$ cat src/rtl/hamming_serial_rx.sv
// Serial Hamming(12,8) receiver: LSB-first codeword in, single-error-corrected byte out.
// data_valid rises two edges after the 12th bit; the result holds until data_ready.
module hamming_serial_rx #(
  parameter int TIMEOUT_CYCLES = 64
) (
  input  logic       clk,
  input  logic       reset,
  input  logic       rx_start,
  input  logic       rx_bit,
  input  logic       rx_bit_valid,
  input  logic       endereco_in,
  input  logic       data_ready,
  output logic [7:0] data_out,
  output logic       data_valid,
  output logic       endereco_out,
  output logic [3:0] syndrome,
  output logic       corrected,
  output logic       uncorrectable,
  output logic       frame_error,
  output logic       busy
);

  localparam int IW = $clog2(TIMEOUT_CYCLES + 1);

  typedef enum logic [1:0] {IDLE, SHIFT, CHECK, HOLD} state_t;

  state_t        state;
  logic [11:0]   sr;
  logic [3:0]    bit_cnt;
  logic [IW-1:0] idle_cnt;
  logic          addr_q;

  logic [3:0]    syn;
  logic [7:0]    raw_dat;
  logic [7:0]    flip;
  logic          syn_fix;
  logic          syn_bad;

  always_comb begin
    syn[0]  = sr[0] ^ sr[2] ^ sr[4] ^ sr[6] ^ sr[8] ^ sr[10];
    syn[1]  = sr[1] ^ sr[2] ^ sr[5] ^ sr[6] ^ sr[9] ^ sr[10];
    syn[2]  = sr[3] ^ sr[4] ^ sr[5] ^ sr[6] ^ sr[11];
    syn[3]  = sr[7] ^ sr[8] ^ sr[9] ^ sr[10] ^ sr[11];
    raw_dat = {sr[11], sr[10], sr[9], sr[8], sr[6], sr[5], sr[4], sr[2]};
    syn_fix = (syn != 4'd0) && (syn <= 4'd12);
    syn_bad = (syn >= 4'd13);
    // Only syndromes pointing at data positions change the byte; parity hits leave it alone.
    flip = 8'h00;
    case (syn)
      4'd3:    flip = 8'h01;
      4'd5:    flip = 8'h02;
      4'd6:    flip = 8'h04;
      4'd7:    flip = 8'h08;
      4'd9:    flip = 8'h10;
      4'd10:   flip = 8'h20;
      4'd11:   flip = 8'h40;
      4'd12:   flip = 8'h80;
      default: flip = 8'h00;
    endcase
  end

  always_ff @(posedge clk or posedge reset) begin
    if (reset) begin
      state         <= IDLE;
      sr            <= 12'h000;
      bit_cnt       <= 4'd0;
      idle_cnt      <= '0;
      addr_q        <= 1'b0;
      data_out      <= 8'h00;
      data_valid    <= 1'b0;
      endereco_out  <= 1'b0;
      syndrome      <= 4'h0;
      corrected     <= 1'b0;
      uncorrectable <= 1'b0;
      frame_error   <= 1'b0;
      busy          <= 1'b0;
    end else begin
      frame_error <= 1'b0;
      case (state)
        IDLE: begin
          if (rx_start) begin
            state    <= SHIFT;
            bit_cnt  <= 4'd0;
            idle_cnt <= '0;
            addr_q   <= endereco_in;
            busy     <= 1'b1;
          end
        end
        SHIFT: begin
          // bit_cnt==12 is the one settle cycle between the last bit and CHECK.
          if (bit_cnt == 4'd12) begin
            state <= CHECK;
          end else if (rx_bit_valid) begin
            sr       <= {rx_bit, sr[11:1]};
            bit_cnt  <= bit_cnt + 4'd1;
            idle_cnt <= '0;
          end else if (idle_cnt == IW'(TIMEOUT_CYCLES - 1)) begin
            state       <= IDLE;
            busy        <= 1'b0;
            frame_error <= 1'b1;
            idle_cnt    <= '0;
            bit_cnt     <= 4'd0;
          end else begin
            idle_cnt <= idle_cnt + 1'b1;
          end
        end
        CHECK: begin
          state         <= HOLD;
          data_out      <= raw_dat ^ flip;
          syndrome      <= syn;
          corrected     <= syn_fix;
          uncorrectable <= syn_bad;
          endereco_out  <= addr_q;
          data_valid    <= 1'b1;
        end
        HOLD: begin
          if (data_ready) begin
            state      <= IDLE;
            data_valid <= 1'b0;
            busy       <= 1'b0;
          end
        end
        default: begin
          state <= IDLE;
          busy  <= 1'b0;
        end
      endcase
    end
  end

endmodule

$ cat config.mk
export PLATFORM = sky130hd
export DESIGN_NAME = hamming_serial_rx
export DESIGN_NICKNAME = d
export VERILOG_FILES = /design/src/rtl/hamming_serial_rx.sv
export SDC_FILE = /design/constraint.sdc
export NUM_CORES = 1
export LEC_CHECK = 0
export ABC_AREA = 1
export CORE_UTILIZATION = 56
export CTS_BUF_LIST = sky130_fd_sc_hd__clkbuf_16
export DETAILED_ROUTE_END_ITERATION = 10
export PLACE_DENSITY = 0.79
export SLEW_MARGIN = 20
export SYNTH_ARGS = -nofsm -noshare
export SYNTH_HDL_FRONTEND = slang
export SYNTH_SLANG_ARGS = --single-unit
$ cat constraint.sdc
create_clock -name clk -period 2 [get_ports clk]
set_clock_uncertainty 0.1 [all_clocks]
set_input_delay 0.2 -clock clk [delete_from_list [all_inputs] [get_ports clk]]
set_output_delay 0.2 -clock clk [all_outputs]
set_load 0.1 [all_outputs]
==> results.py <==
metrics = {
    "status": {
        "status": "finished clean",
    },
    "final_layout": {
        "nNetsFinal": 368,
        "n_antenna_cell": 0,
        "syn_to_final_growth_pct": 17.0,
        "fillers": 358,
        "final_common_cell": "nand2_1",
        "drive_gt1_share_pct": 17.9,
        "fin_area_sq_um": 2870,
        "final_cell_mix": "nand2_1, dfrtp_1, nand3_1",
    },
    "clock_network": {
        "clock_latency_ps": 280,
        "cts-root-buf": "clkbuf_16",
        "cts.sinks": 44,
        "postCtsHoldBufs": 0,
        "cts_buffers": 5,
        "ctsResizeCount": 0,
        "cts_tree": "built",
        "clockBufferDepth": 2,
        "cts_setup_buffers": 0,
        "htree_levels": 2,
        "clkSlewWorstSetupHoldPaths_ps": 60,
    },
    "worst_setup_path": {
        "worstSetupEndpointType": "flip-flop",
        "worstPathMaxFanout": 7,
        "cp.arrival_ps": 1820,
        "r2r-end": "bit_cnt[2]$_DFFE_PP0P_",
        "critPathKind": "reg -> reg",
        "rrSetupSlack_ps": 250,
        "reg2reg_from": "bit_cnt[0]$_DFFE_PP0P_",
        "crit_path_start": "bit_cnt[0]$_DFFE_PP0P_",
        "rr_worst_depth": 10,
        "worstSetupEndpoint": "bit_cnt[2]$_DFFE_PP0P_",
        "required_ps": 2070,
        "start_kind": "flip-flop",
    },
    "synth": {
        "synthFlopType": "dfrtp_1",
        "async_reset_ff_share_pct": 100,
        "synth_edf_count": 0,
        "synth.yosys.seq_area_share_pct": 45.0,
        "yosysUniqueCellTypes": 29,
        "synth_fp_nets": 337,
        "synth_area_sq_um": 2450,
        "synth_seq_cells": 44,
        "avgSynthCellArea_sq_um": 7.49,
        "ys_warn_count": 0,
        "syn_inst": 327,
    },
    "min_path": {
        "hold_path_class": "in -> async",
    },
    "timing": {
        "slew_headroom_pct": 79.2,
        "finalMaxSlewViolations": 0,
        "setup_violations": 0,
        "clock.fmax_mhz": 570,
        "tightest_slew_ps": 310,
        "layout_setup_ws_ps": 246,
        "min_period_ps": 1750,
        "rsz0062_at_grt": "no",
        "fin_crit_sh_pct": 87.7,
        "tns_ps": 0,
        "final_hold_viol_count": 0,
    },
    "route": {
        "dr.first_iter.drc_count": 104,
        "detail-route-antenna-nets": 0,
        "avgRoutedWirePerCell_um": 12.8,
        "firstDrtPassIters": 4,
        "remaining_drc_errors": 0,
        "wl_um": 5210,
        "viasPerCell": 5.28,
        "num_vias": 2153,
    },
    "floorplanning": {
        "die-area_sq_um": 4640,
        "core_sq_um": 4090,
        "io_pins": 25,
        "fp.dieH_um": 68.1,
        "rows": 23,
        "start_util_pct": 59.9,
        "die_w_um": 68.1,
    },
    "grt": {
        "overflow": 0,
        "antenna_found_initial": 0,
        "gr-usage-all-layers_pct": 25.9,
        "grt_pass1_vias": 2054,
        "grt_pass1_wl_um": 8760,
        "grt_start_max_net_pins": 45,
    },
    "placed_design": {
        "hpwl_um": 3830,
        "gp_congestion": 0.912,
        "place_ws_ps": 237,
        "placed_cell_area_sq_um": 2730,
        "io_buffers": 24,
    },
    "job": {
        "max_cap_violations": 0,
    },
}
critical path, cell delays in order (launching register included):
cell and delay, ps:
dfrtp_1 380, inv_1 90, ha_1 190, nand3_1 100
nand2_1 70, nand2_1 210, nand2_2 150, inv_1 150
nand3_1 80, nand2_1 70, nor2_1 40
cells by family (layout without fill, tap and decap cells):
kind of cell / after synthesis / in the layout / synth area share (%)
DFF: 44 / 44 / 45.0
AOI/OAI and AO/OA: 44 / 44 / 9.66
buffers and inverters: 41 / 72 / 6.49
xor gates and xnor gates: 1 / 1 / 0.358
adders and majority gates: 3 / 3 / 1.53
and+or+nand+nor: 194 / 194 / 37.0
worst min-delay path by stage:
stage | to | depth (start not counted)
2_1_floorplan | frame_error$_DFF_PP0_ | 1
3_3_place_gp | corrected$_DFFE_PP0P_ | 2
3_5_place_dp | corrected$_DFFE_PP0P_ | 2
4_1_cts | addr_q$_DFFE_PP0P_ | 3
5_1_grt | addr_q$_DFFE_PP0P_ | 3
6_report | addr_q$_DFFE_PP0P_ | 3
per-layer routing:
layer	share of wire [%]	vias to the layer above	global-route usage (%)
met5	0	-	0
met4	1.5	0	12.0
met3	4.5	7	6.50
met2	51	57	45.2
met1	43	984	29.3
li1	-	1105	-
cell type report:
type / instances / area [sq um] / area share (%)
clock inverter: 2 / 7.51 / 0.262
timing repair buffer: 29 / 245 / 8.56
inverter: 36 / 135 / 4.72
clock buffer: 5 / 125 / 4.37
tap: 50 / 62.6 / 2.18
multi-input combinational: 242 / 1190 / 41.5
sequential: 44 / 1100 / 38.4
through the flow:
stage	util, %	hold WS (ps)	std cells
6_report	70.1	164	408
3_5_place_dp	66.9	366	401
2_1_floorplan	-	172	327
5_1_grt	70.1	219	408
4_1_cts	70.1	180	408
3_3_place_gp	66.9	367	401
registers in the layout, summed over array words and instances (netlist names), named ones only:
name	cells
addr_q	1
state	1
data_out	8
data_valid	1
bit_cnt	4
uncorrectable	1
busy	1
endereco_out	1
corrected	1
idle_cnt	7
frame_error	1
sr	12
syndrome	4
Yosys cell counts (2+ instances only):
library cell,instances,area (sq um)
nand3_1,30,150
a21oi_1,9,45.0
nand2_4,3,33.8
nor2_4,6,67.6
nand4_1,2,12.5
dfrtp_1,44,1100
inv_1,30,113
nor2_1,13,48.8
ha_1,3,37.5
nor3_1,2,10.0
inv_2,6,22.5
o21ai_0,26,130
nor2_2,2,12.5
nand2_1,116,435
clkbuf_1,3,11.3
nand2_2,15,93.8
o21ai_1,4,20.0
nand3_2,2,20.0
Power is not shown: default switching activity piles up to over one toggle a cycle in this logic, so the estimate is an artifact.
